**config.mk**
```make
export PLATFORM = sky130hd
export DESIGN_NAME = game_tick_crash_ctrl_flat
export DESIGN_NICKNAME = d
export VERILOG_FILES = /design/src/rtl/game_pkg.sv /design/src/rtl/game_tick_crash_ctrl_if.sv /design/src/rtl/tick_gen.sv /design/src/rtl/game_tick_crash_ctrl.sv /design/src/flat_wrapper.sv
export SDC_FILE = /design/constraint.sdc
export NUM_CORES = 1
export LEC_CHECK = 0
export ABC_AREA = 1
export CAP_MARGIN = 20
export CORE_MARGIN = 2
export CORE_UTILIZATION = 45
export DETAILED_ROUTE_END_ITERATION = 10
export PLACE_DENSITY = 0.75
export SETUP_SLACK_MARGIN = 0.2
export SLEW_MARGIN = 5
export SYNTH_ARGS = -nofsm -noshare
export SYNTH_HDL_FRONTEND = slang
export SYNTH_SLANG_ARGS = --single-unit
```
**constraint.sdc**
```tcl
create_clock -name i_clk -period 1.38 [get_ports i_clk]
set_input_delay 0.207 -clock i_clk [delete_from_list [all_inputs] [get_ports i_clk]]
set_output_delay 0.207 -clock i_clk [all_outputs]
set_load 0.05 [all_outputs]
```
**src/rtl/game_pkg.sv**
```systemverilog
// Shared game-wide types and widths used by the player, obstacle and tick/crash blocks.
package game_pkg;

    typedef enum logic [1:0] {
        IDLE      = 2'd0,
        RUNNING   = 2'd1,
        CRASHED   = 2'd2,
        GAME_OVER = 2'd3
    } game_state_t;

    localparam int POS_W   = 6;
    localparam int X_W     = 8;
    localparam int SCORE_W = 10;

    localparam logic [SCORE_W-1:0] SCORE_MAX = {SCORE_W{1'b1}};

    // Inclusive column span test on the unsigned obstacle column; never wraps.
    function automatic logic x_in_span(input logic [X_W-1:0] x, input int lo, input int w);
        int xi;
        xi = int'(x);
        return (xi >= lo) && (xi <= lo + w - 1);
    endfunction

endpackage

```
**src/rtl/game_tick_crash_ctrl_if.sv**
```systemverilog
// Bundle between the player/obstacle side and the game tick/crash controller.
interface game_tick_crash_ctrl_if;
    import game_pkg::*;

    logic [POS_W-1:0]   player_position;
    logic               jumping;
    logic               ducking;
    logic               game_start_pulse;
    logic               game_over_pulse;
    logic               obstacle_valid;
    logic [X_W-1:0]     obstacle_x;
    logic               obstacle_bird;
    logic [1:0]         game_tick;
    logic               crash;
    logic [SCORE_W-1:0] score;
    logic [1:0]         game_state;

    modport master (
        output player_position, jumping, ducking, game_start_pulse, game_over_pulse,
               obstacle_valid, obstacle_x, obstacle_bird,
        input  game_tick, crash, score, game_state
    );

    modport slave (
        input  player_position, jumping, ducking, game_start_pulse, game_over_pulse,
               obstacle_valid, obstacle_x, obstacle_bird,
        output game_tick, crash, score, game_state
    );

endinterface

```
**src/rtl/tick_gen.sv**
```systemverilog
// Physics/frame tick divider; both ticks are registered 1-cycle pulses and the frame
// tick lands on the same cycle as every FRAME_MULT-th physics tick.
module tick_gen #(
    parameter int PHYS_DIV   = 1000,
    parameter int FRAME_MULT = 4
) (
    input  logic       i_clk,
    input  logic       i_reset,
    output logic [1:0] o_tick
);

    localparam int PW = $clog2(PHYS_DIV);
    localparam int FW = (FRAME_MULT > 1) ? $clog2(FRAME_MULT) : 1;
    localparam logic [PW-1:0] PHYS_LAST  = PW'(PHYS_DIV - 1);
    localparam logic [FW-1:0] FRAME_LAST = FW'(FRAME_MULT - 1);

    logic [PW-1:0] r_phys_cnt;
    logic [FW-1:0] r_frame_cnt;
    logic [1:0]    r_tick;
    logic          w_phys_wrap;

    assign w_phys_wrap = (r_phys_cnt == PHYS_LAST);
    assign o_tick      = r_tick;

    // Divider counters and registered tick pulses.
    always_ff @(posedge i_clk) begin
        if (i_reset) begin
            r_phys_cnt  <= '0;
            r_frame_cnt <= '0;
            r_tick      <= 2'b00;
        end else begin
            r_tick <= {w_phys_wrap && (r_frame_cnt == FRAME_LAST), w_phys_wrap};
            if (w_phys_wrap) begin
                r_phys_cnt  <= '0;
                r_frame_cnt <= (r_frame_cnt == FRAME_LAST) ? '0 : r_frame_cnt + 1'b1;
            end else begin
                r_phys_cnt  <= r_phys_cnt + 1'b1;
            end
        end
    end

endmodule

```
**src/rtl/game_tick_crash_ctrl.sv**
```systemverilog
// Game-side tick source, collision judge and life-cycle/score FSM paired with the
// player block.
module game_tick_crash_ctrl
    import game_pkg::*;
#(
    parameter int PHYS_DIV   = 1000,
    parameter int FRAME_MULT = 4,
    parameter int PLAYER_X   = 16,
    parameter int PLAYER_W   = 4,
    parameter int CACTUS_H   = 8,
    parameter int BIRD_LO    = 6,
    parameter int CRASH_TMO  = 32
) (
    input  logic                  i_clk,
    input  logic                  i_reset,
    game_tick_crash_ctrl_if.slave bus
);

    localparam int TW = $clog2(CRASH_TMO + 1);
    localparam logic [TW-1:0]    TMO_LAST   = TW'(CRASH_TMO - 1);
    localparam logic [POS_W-1:0] CACTUS_LIM = POS_W'(CACTUS_H);
    localparam logic [POS_W-1:0] BIRD_LIM   = POS_W'(BIRD_LO);

    logic [1:0]         w_tick;
    logic               w_pos_hit;
    logic               w_hit;
    logic               w_unused_jumping;

    game_state_t        r_state,  w_state_nxt;
    logic               r_crash,  w_crash_nxt;
    logic [SCORE_W-1:0] r_score,  w_score_nxt;
    logic [TW-1:0]      r_tmo,    w_tmo_nxt;

    tick_gen #(
        .PHYS_DIV   (PHYS_DIV),
        .FRAME_MULT (FRAME_MULT)
    ) u_tick_gen (
        .i_clk   (i_clk),
        .i_reset (i_reset),
        .o_tick  (w_tick)
    );

    // Collision uses height only; the jump flag carries no extra meaning here.
    assign w_unused_jumping = bus.jumping;
    assign w_pos_hit = bus.obstacle_bird ? (!bus.ducking && (bus.player_position >= BIRD_LIM))
                                         : (bus.player_position < CACTUS_LIM);
    assign w_hit     = bus.obstacle_valid && x_in_span(bus.obstacle_x, PLAYER_X, PLAYER_W)
                       && w_pos_hit;

    assign bus.game_tick  = w_tick;
    assign bus.crash      = r_crash;
    assign bus.score      = r_score;
    assign bus.game_state = r_state;

    // Next-state, crash, score and timeout logic.
    always_comb begin
        w_state_nxt = r_state;
        w_crash_nxt = r_crash;
        w_score_nxt = r_score;
        w_tmo_nxt   = '0;
        case (r_state)
            IDLE: begin
                w_crash_nxt = 1'b0;
                if (bus.game_start_pulse) begin
                    w_state_nxt = RUNNING;
                    w_score_nxt = '0;
                end else begin
                    w_state_nxt = IDLE;
                end
            end
            RUNNING: begin
                w_crash_nxt = 1'b0;
                if (w_tick[1] && (r_score != SCORE_MAX)) begin
                    w_score_nxt = r_score + 1'b1;
                end else begin
                    w_score_nxt = r_score;
                end
                // An explicit game-over outranks a simultaneous hit.
                if (bus.game_over_pulse) begin
                    w_state_nxt = GAME_OVER;
                end else if (w_tick[0] && w_hit) begin
                    w_state_nxt = CRASHED;
                    w_crash_nxt = 1'b1;
                end else begin
                    w_state_nxt = RUNNING;
                end
            end
            CRASHED: begin
                w_crash_nxt = 1'b1;
                w_tmo_nxt   = r_tmo;
                if (bus.game_over_pulse) begin
                    w_state_nxt = GAME_OVER;
                    w_crash_nxt = 1'b0;
                end else if (w_tick[1]) begin
                    if (r_tmo == TMO_LAST) begin
                        w_state_nxt = GAME_OVER;
                        w_crash_nxt = 1'b0;
                    end else begin
                        w_tmo_nxt = r_tmo + 1'b1;
                    end
                end else begin
                    w_state_nxt = CRASHED;
                end
            end
            GAME_OVER: begin
                w_crash_nxt = 1'b0;
                if (bus.game_start_pulse) begin
                    w_state_nxt = RUNNING;
                    w_score_nxt = '0;
                end else begin
                    w_state_nxt = GAME_OVER;
                end
            end
            default: begin
                w_state_nxt = IDLE;
                w_crash_nxt = 1'b0;
                w_score_nxt = '0;
            end
        endcase
    end

    // FSM, crash, score and timeout registers.
    always_ff @(posedge i_clk) begin
        if (i_reset) begin
            r_state <= IDLE;
            r_crash <= 1'b0;
            r_score <= '0;
            r_tmo   <= '0;
        end else begin
            r_state <= w_state_nxt;
            r_crash <= w_crash_nxt;
            r_score <= w_score_nxt;
            r_tmo   <= w_tmo_nxt;
        end
    end

endmodule

```
**src/flat_wrapper.sv**
```systemverilog
// flat-port wrapper written by rule: the top's interface ports become plain ports
module game_tick_crash_ctrl_flat import game_pkg::*;
#(
    parameter int PHYS_DIV   = 1000,
    parameter int FRAME_MULT = 4,
    parameter int PLAYER_X   = 16,
    parameter int PLAYER_W   = 4,
    parameter int CACTUS_H   = 8,
    parameter int BIRD_LO    = 6,
    parameter int CRASH_TMO  = 32
)
  (i_clk, i_reset, bus_player_position, bus_jumping, bus_ducking, bus_game_start_pulse, bus_game_over_pulse, bus_obstacle_valid, bus_obstacle_x, bus_obstacle_bird, bus_game_tick, bus_crash, bus_score, bus_game_state);
  game_tick_crash_ctrl_if bus_i ();
  input  logic i_clk;
  input  logic i_reset;
  input wire logic [$bits(bus_i.player_position)-1:0] bus_player_position;
  input wire logic [$bits(bus_i.jumping)-1:0] bus_jumping;
  input wire logic [$bits(bus_i.ducking)-1:0] bus_ducking;
  input wire logic [$bits(bus_i.game_start_pulse)-1:0] bus_game_start_pulse;
  input wire logic [$bits(bus_i.game_over_pulse)-1:0] bus_game_over_pulse;
  input wire logic [$bits(bus_i.obstacle_valid)-1:0] bus_obstacle_valid;
  input wire logic [$bits(bus_i.obstacle_x)-1:0] bus_obstacle_x;
  input wire logic [$bits(bus_i.obstacle_bird)-1:0] bus_obstacle_bird;
  output wire logic [$bits(bus_i.game_tick)-1:0] bus_game_tick;
  output wire logic [$bits(bus_i.crash)-1:0] bus_crash;
  output wire logic [$bits(bus_i.score)-1:0] bus_score;
  output wire logic [$bits(bus_i.game_state)-1:0] bus_game_state;
  assign bus_i.player_position = bus_player_position;
  assign bus_i.jumping = bus_jumping;
  assign bus_i.ducking = bus_ducking;
  assign bus_i.game_start_pulse = bus_game_start_pulse;
  assign bus_i.game_over_pulse = bus_game_over_pulse;
  assign bus_i.obstacle_valid = bus_obstacle_valid;
  assign bus_i.obstacle_x = bus_obstacle_x;
  assign bus_i.obstacle_bird = bus_obstacle_bird;
  assign bus_game_tick = bus_i.game_tick;
  assign bus_crash = bus_i.crash;
  assign bus_score = bus_i.score;
  assign bus_game_state = bus_i.game_state;
  game_tick_crash_ctrl #(.PHYS_DIV(PHYS_DIV), .FRAME_MULT(FRAME_MULT), .PLAYER_X(PLAYER_X), .PLAYER_W(PLAYER_W), .CACTUS_H(CACTUS_H), .BIRD_LO(BIRD_LO), .CRASH_TMO(CRASH_TMO)) u_core (.i_clk(i_clk), .i_reset(i_reset), .bus(bus_i));
endmodule
```
# Yosys cells after proc, flatten, opt, wreduce, memory -nomap -nowiden
# Cells that the tools add are included.
dict set report op_classes {
  n_addsub 4
  n_lt_le_gt_ge 4
  eq_ne 10
  muxes 19
  n_bitwise 3
  n_reduce_logical 15
}
# cell count
set ops {}
lappend ops {{$add A10 B1 Y10 const B} 2}
lappend ops {{$mux W10} 2}
lappend ops {{$pmux W10 S2} 1}
lappend ops {{$mux W2} 7}
lappend ops {{$eq A10 B10 Y1 const B} 1}
lappend ops {{$ne A10 B10 Y1 const B} 1}
lappend ops {{$ge A8 B5 Y1 const B} 1}
lappend ops {{$le A8 B5 Y1 const B} 1}
lappend ops {{$pmux W2 S4} 1}
lappend ops {{$logic_and A1 B1 Y1} 7}
lappend ops {{$mux W1} 7}
lappend ops {{$add A6 B1 Y6 const B} 1}
lappend ops {{$eq A2 B2 Y1 const B} 3}
lappend ops {{$eq A6 B5 Y1 const B} 1}
lappend ops {{$ge A6 B3 Y1 const B} 1}
lappend ops {{$lt A6 B4 Y1 const B} 1}
lappend ops {{$reduce_and A3 Y1} 2}
lappend ops {{$reduce_or A2 Y1} 3}
lappend ops {{$ne A2 B1 Y1 const B} 2}
lappend ops {{$ne A4 B3 Y1 const B} 1}
lappend ops {{$not A1 Y1} 3}
lappend ops {{$pmux W1 S3} 1}
lappend ops {{$add A2 B1 Y2 const B} 1}
lappend ops {{$eq A2 B1 Y1 const B} 1}
lappend ops {{other kinds (3)} 3}
dict set report totals {
  reg_bits 33
  inputBits 22
  out_inout_bits 15
  elab_cells 62
}

# Longest topological paths before layout
# Gate-level depths: netlist of the first run.
dict set report logic_depth {
  ltp_word 8
  mapped_depth 11
  depth_no_buf 11
}

# Hierarchy
# Synthesis of the first run repeated with hierarchy kept, for this count alone.
dict set report unflattened {
  hier_cells 277
  hier_area_um2 1921.8
}
# module n_inst cells_per_inst area_each_um2 seq_area_each_um2
set by_module_without_submodules {}
lappend by_module_without_submodules {game_tick_crash_ctrl 1 191 1260.0 380.4}
lappend by_module_without_submodules {tick_gen 1 86 661.9 280.3}

# Worst setup path before layout of the first run
# Ideal clock, no wire load.
dict set report synth_timing {
  kind {register to register}
  from {register u_core.r_score[0] (netlist: u_core.bus.score[0])}
  to {register u_core.r_score[6] (netlist: u_core.bus.score[6])}
  setup_ps 132
  t_arrival_ps 1777
  required_time_ps 1248
  slack_ps -529
  path_stages_with_launch 11
  path_buffers 0
  period_less_slack_ps 1909
  path_cell_list {dfxtp_1 ha_1 nand2_2 nor2_4 nand2_2 o21ai_2 nand2_2 nand3_4 inv_2 nand2_1 a21oi_1}
}
dict set report synth_between {
  elab_chain_cells 4
  elab_cells_between_ends 7
  cone_classes {1 x add/sub; 2 x eq/ne; 2 x mux; 2 x reduce/logical}
}
# element line
set synth_lines {}
lappend synth_lines {{from (decl)} game_tick_crash_ctrl.sv:31} ;# logic [SCORE_W-1:0] r_score, w_score_nxt;
lappend synth_lines {{from (signal assigned)} game_tick_crash_ctrl.sv:132} ;# r_score <= w_score_nxt;
lappend synth_lines {{parallel branches: the longest is 4 deep, another holds $add A10 B1 Y10} --}
# Several ways; the timed one is not identified. The select of a mux whose other input is x is not followed.
# A chain may end at the register's enable or synchronous reset.

# Final worst setup path of the first run
dict set report layout_timing {
  from {register u_core.r_score[1] (netlist: u_core.bus.score[1])}
  to {register u_core.r_score[2] (netlist: u_core.bus.score[2])}
}
# The elaborated chain is that of the path after synthesis.

==> impl_metrics.ini, run 1 <==
[clocking]
cts.clk_slew.worst_paths_ps = 60
clock-sinks = 33
cts_buffer_depth = 2
insertion_delay_ps = 290
numCtsBuffers = 5
htree_levels = 2
cts_root_buf = clkbuf_8
cts_tree = yes

[critical_path]
critPathTopFamily = simple AND/OR/NAND/NOR gates
crit_cells = 9
timing.critical_path.mode_cell = nand2_2
worstSetupStartpoint = u_core.bus.score[1]
arrival_ps = 1710
r2r-end = u_core.bus.score[2]
rrSetupSlack_ps = -120
required_ps = 1590
reg2reg_from = u_core.bus.score[1]
cp-start-kind = flop
crit_fanout = 5
crit_path_max_incr_delay_ps = 360
critPathKind = reg -> reg
ff2ff_path_depth = 9
path_cells = ha_4, nand2_4, nor2_4, nand2_2, o21ai_2, nand2_2, nand3_4, nand2_1, a21oi_1
cp_slowest_cell = dfxtp_4
end_kind = flop
cp.buffers_inverters = 0
crit_path_end = u_core.bus.score[2]

[synth]
synth_nets = 291
synthesis.area_um2 = 1760
seq_area_frac_synth_pct = 37.6
synth.distinct_cells = 25
yosys_warnings = 0
synth_area_per_cell_um2 = 6.74
yosys_register_bits = 33
syn_inst = 261

[final_layout]
drive_gt1_share_pct = 47.2
num_antenna_cells = 0
final_cell_mix = nand2_1, buf_4, inv_1
final-seq-area_um2 = 711
fillers = 175
multi_input_area_um2 = 1310
area_growth_pct = 82.6
fin_nets = 382
final_common_cell = nand2_1

[floorplan]
std_cell_rows = 22
floorplan.die_area_um2 = 4430
ios = 37
dieWidth_um = 66.5
dieHeight_um = 66.5
core_area_um2 = 3720
start_util_pct = 47.3

[global_routing]
overflow = 0
grt_first_pass_wirelength_um = 7890
grt_max_degree = 11
antenna_found_initial = 0
grt_pass1_vias = 1884
grt_use_total_pct = 23.8

[drt]
vias_per_cell = 5.39
wire_per_inst_um = 15.5
antenna_left = 0
routed_wl_um = 6220
via_count = 2154
drc = 0
drt_iter0_markers = 144
first_pass_iters = 4

[placement]
hpwl_um = 3090
pre_cts_slack_ps = -92.1
port_buffers = 32
place.gp.congestion = 0.826

[timing]
period_needed_ps = 1500
slew_violations = 0
setup_viol = 11
fmax_mhz = 669
rsz0062_at_grt = yes
period_share_pct = 108
whs_ps = 491
max-slew-margin-rel_pct = 70.2
finalHoldViolCount = 0
worst_slack_ps = -116
worst_slew_pin_slew_ps = 447
clock_skew_ps = 5.60

[outcome]
violations = negative setup slack
status = finished with violations

[pwr]
cellLeakagePower_nw = 1.32
sw_frac_of_total_pct = 27.4
clkPwrFrac_pct = 34.7
ir_worst_vdd_mv = 0.636
p_per_area_nw_per_um2 = 627
internal-power_mw = 1.46
power_switching_mw = 0.552
power.share.combinational_pct = 17.0
p_seq_share_pct = 48.3

[flow_run]
max-cap-violations = 0

[hold_path]
min_path_type = reg -> reg
==> registers in the layout, summed over array words and instances (netlist names) <==
signal / count
u_core.u_tick_gen.o_tick: 2
u_core.r_tmo: 6
u_core.u_tick_gen.r_frame_cnt: 2
u_core.bus.score: 10
u_core.bus.game_state: 2
u_core.bus.crash: 1
u_core.u_tick_gen.r_phys_cnt: 10
==> cell usage after synthesis, drive strengths merged <==
library cell  instances  share of area [%]
dfxtp                33                 38
o211ai                1               0.43
nor3b                 1               0.43
nor2                 35                7.9
inv                  44                9.4
ha                    8                5.7
nand2                67                 15
nand3                13                4.4
nor3                  7                2.0
and3                  1               0.36
a21oi                23                6.8
nor4                  1               0.36
nand4                 6                2.1
a31oi                 2               0.71
a211oi                1               0.43
o21ai                10                3.1
xnor2                 3                1.5
xor2                  4                2.0
clkbuf                1               0.21
==> worst min path at each step <==
stage / startpoint / end / slack (ps) / cells after the start
final: u_core.u_tick_gen.r_phys_cnt[7] / u_core.u_tick_gen.r_phys_cnt[7] / 490 / 1
after global routing: u_core.u_tick_gen.r_phys_cnt[7] / u_core.u_tick_gen.r_phys_cnt[7] / 500 / 1
after CTS: u_core.u_tick_gen.r_phys_cnt[0] / u_core.u_tick_gen.r_phys_cnt[0] / 450 / 1
after detailed placement: u_core.u_tick_gen.r_phys_cnt[0] / u_core.u_tick_gen.r_phys_cnt[0] / 440 / 1
after global placement: u_core.u_tick_gen.r_phys_cnt[0] / u_core.u_tick_gen.r_phys_cnt[0] / 430 / 1
after floorplan: i_reset / u_core.r_tmo[5] / 380 / 3
==> per-layer routing <==
layer	track usage, %	vias up	part of all wire, %
met4	9.44	0	4.1
li1	-	1019	-
met1	27.5	1000	38
met2	41.1	109	50
met5	0	-	0
met3	6.93	26	7.2
==> power groups by stage <==
stage,clock [mW],combinational (mW),sequential [mW]
floorplan,0,0.0963,1.02
global placement,0,0.266,0.993
detailed placement,0,0.270,0.993
CTS,0.693,0.299,0.978
global route,0.754,0.362,0.974
finish,0.698,0.342,0.973
==> cell families (layout without fill, tap and decap cells) <==
kind of cell	count (synthesis)	in the layout	synth area share (%)
adders and majority gates	8	8	5.69
AOI/OAI and AO/OA	37	37	11.4
and+or+nand+nor	131	133	32.3
buffers and inverters	45	134	9.60
xor gates and xnor gates	7	7	3.49
DFF	33	33	37.6
==> stage by stage <==
stage	power, mW	setup TNS, ps	util [%]	area [um2]	cells
after global placement	1.26	-336	71.1	2640	374
final	2.01	-976	86.4	3210	400
after CTS	1.97	-555	79.4	2950	391
after floorplan	1.12	-961	-	1860	261
after global routing	2.09	-1870	86.4	3210	400
after detailed placement	1.26	-437	71.1	2640	374
==> layout make-up <==
type / count / share of cell area, %
Sequential cell: 33 / 22.1
Timing Repair Buffer: 83 / 27.4
Tap cell: 48 / 1.87
Clock buffer: 6 / 2.26
Multi-Input combinational cell: 185 / 40.8
Inverter: 44 / 5.38
Clock inverter: 1 / 0.156
==> repair_timing <==
action	4_1_cts	5_1_grt
resized for setup	44	53
hold buffers	0	0
cloned	1	1
pin swaps	17	15
setup endpoints to repair	33	35
setup buffers	9	8
Note: power is estimated with default switching activity, not from simulation.
==> run 2: changes to the inputs <==
Settings changed: CORE_ASPECT_RATIO set to 1.25.
==> run 2 against run 1 <==
Effect of this change: the run still ends with negative setup slack left; non-clock buffer count rose by 2; total power rose by 9.7%; critical path depth rose by 1; critical endpoint is now u_core.bus.score[5]; largest power group unchanged.
==> impl_metrics.ini, run 2 (synthesis results as in run 1) <==
[outcome]
status = finished with violations
violations = negative setup slack

[clocking]
clock-sinks = 33
numCtsBuffers = 5
cts_buffer_depth = 2
cts_tree = yes
htree_levels = 2
cts.clk_slew.worst_paths_ps = 70
cts_root_buf = clkbuf_8
cts.hold.buffers_added = 0
insertion_delay_ps = 290

[pwr]
ir_worst_vdd_mv = 0.755
p_per_area_nw_per_um2 = 697
finalPower_mw = 2.21
cellLeakagePower_nw = 1.33

[critical_path]
critPathKind = reg -> reg
rrSetupSlack_ps = -110
end_kind = flop
required_ps = 1560
r2r-end = u_core.bus.score[5]
ff2ff_path_depth = 10
cp-start-kind = flop
crit_fanout = 7
reg2reg_from = u_core.bus.score[1]
worstSetupStartpoint = u_core.bus.score[1]
arrival_ps = 1670
crit_path_end = u_core.bus.score[5]

[final_layout]
final_cell_mix = nand2_1, buf_4, inv_1
final_area_um2 = 3170
fin_nets = 384
area_growth_pct = 79.9
num_antenna_cells = 0
final_common_cell = nand2_1
fin_cells = 395
drive_gt1_share_pct = 45.4

[floorplan]
start_util_pct = 46.9
core_area_um2 = 3750
std_cell_rows = 25
dieWidth_um = 59.9
dieHeight_um = 73.9
ios = 37
floorplan.die_area_um2 = 4430

[placement]
placed_cell_area_um2 = 2650
port_buffers = 32
hpwl_um = 3120
place.gp.congestion = 0.868
pre_cts_slack_ps = -134
dpl.cell_count = 368

[drt]
first_pass_iters = 4
routed_wl_um = 5480
drc = 0
antenna_left = 0
via_count = 2012
drt_iter0_markers = 77
vias_per_cell = 5.09
wire_per_inst_um = 13.9

[timing]
slew_violations = 0
fmax_mhz = 672
worst_slack_ps = -108
period_share_pct = 108
clock_skew_ps = 8.17
max-slew-margin-rel_pct = 75.3
period_needed_ps = 1490
worst_slew_pin_slew_ps = 371
finalHoldViolCount = 0
rsz0062_at_grt = yes
setup_viol = 12
whs_ps = 446

[global_routing]
grt_first_pass_wirelength_um = 8090
grt_max_degree = 12
overflow = 0
grt_use_total_pct = 24.4
grt_pass1_vias = 1902
antenna_found_initial = 0

[hold_path]
min_path_type = reg -> reg

[flow_run]
max-cap-violations = 0
## run 2: changes by cell type in the layout (fill, tap and decap cells not counted), sizes merged
cell / previous run / this run
buf: 66 / 68
bufinv: 0 / 1
## run 2: what timing repair did
| action | CTS | global route |
|---|---|---|
| pin swaps | 22 | 19 |
| resized for setup | 40 | 34 |
| setup buffers | 10 | 7 |
| cloned | 2 | 0 |
| endpoints found under the setup margin | 33 | 36 |
## run 2: worst max-delay path: stages (launching register included)
cell and delay, ps:
dfxtp_4 360, ha_4 150, nand2_4 60, nor2_4 140, nand2_4 70, o21ai_4 170, nand2_4 100, nand3_4 120
inv_6 60, nand2_1 70, a21oi_2 50
## run 2: final cells by class
class / count / area, um2
sequential: 33 / 702
clock buffer: 6 / 72.6
timing repair buffer: 85 / 876
tap: 40 / 50.0
fill: 209 / 588
clock inverter: 2 / 35.0
inverter: 44 / 170
multi-input combinational: 185 / 1260
## run 2: where the power goes
group / internal [mW] / switching (mW) / total, mW
logic: 0.158 / 0.171 / 0.330
clock network: 0.536 / 0.368 / 0.904
registers: 0.959 / 0.0147 / 0.974
## run 2: through the flow
stage	utilization (%)	TNS (ps)
6_report	84.3	-921
5_1_grt	84.3	-2570
4_1_cts	79.7	-140
3_5_place_dp	70.5	-460
3_3_place_gp	70.5	-270
2_1_floorplan	-	-961
## run 2: worst min-delay path by stage
| stage | cells past startpoint | slack, ps | startpoint | end |
|---|---|---|---|---|
| 6_report | 1 | 450 | u_core.u_tick_gen.r_phys_cnt[0] | u_core.u_tick_gen.r_phys_cnt[0] |
| 5_1_grt | 1 | 460 | u_core.u_tick_gen.r_phys_cnt[0] | u_core.u_tick_gen.r_phys_cnt[0] |
| 4_1_cts | 1 | 450 | u_core.u_tick_gen.r_phys_cnt[0] | u_core.u_tick_gen.r_phys_cnt[0] |
| 3_5_place_dp | 1 | 450 | u_core.u_tick_gen.r_phys_cnt[0] | u_core.u_tick_gen.r_phys_cnt[0] |
| 3_3_place_gp | 1 | 430 | u_core.u_tick_gen.r_phys_cnt[0] | u_core.u_tick_gen.r_phys_cnt[0] |
| 2_1_floorplan | 3 | 380 | i_reset | u_core.r_tmo[5] |
## run 2: per-layer routing
layer	track usage (%)	up-vias	part of all wire, %	wire length, um
li1	-	1016	-	-
met1	27.0	950	41	2220
met2	44.6	35	54	2980
met3	4.40	11	2.8	154
met4	10.4	0	2.2	118
met5	0	-	0	0
==> run 3: changes to the inputs <==
Settings changed: GPL_ROUTABILITY_DRIVEN set to 0.
==> results of run 3 <==
Same layout as run 2: the final DEF is identical, and so are final timing and power.
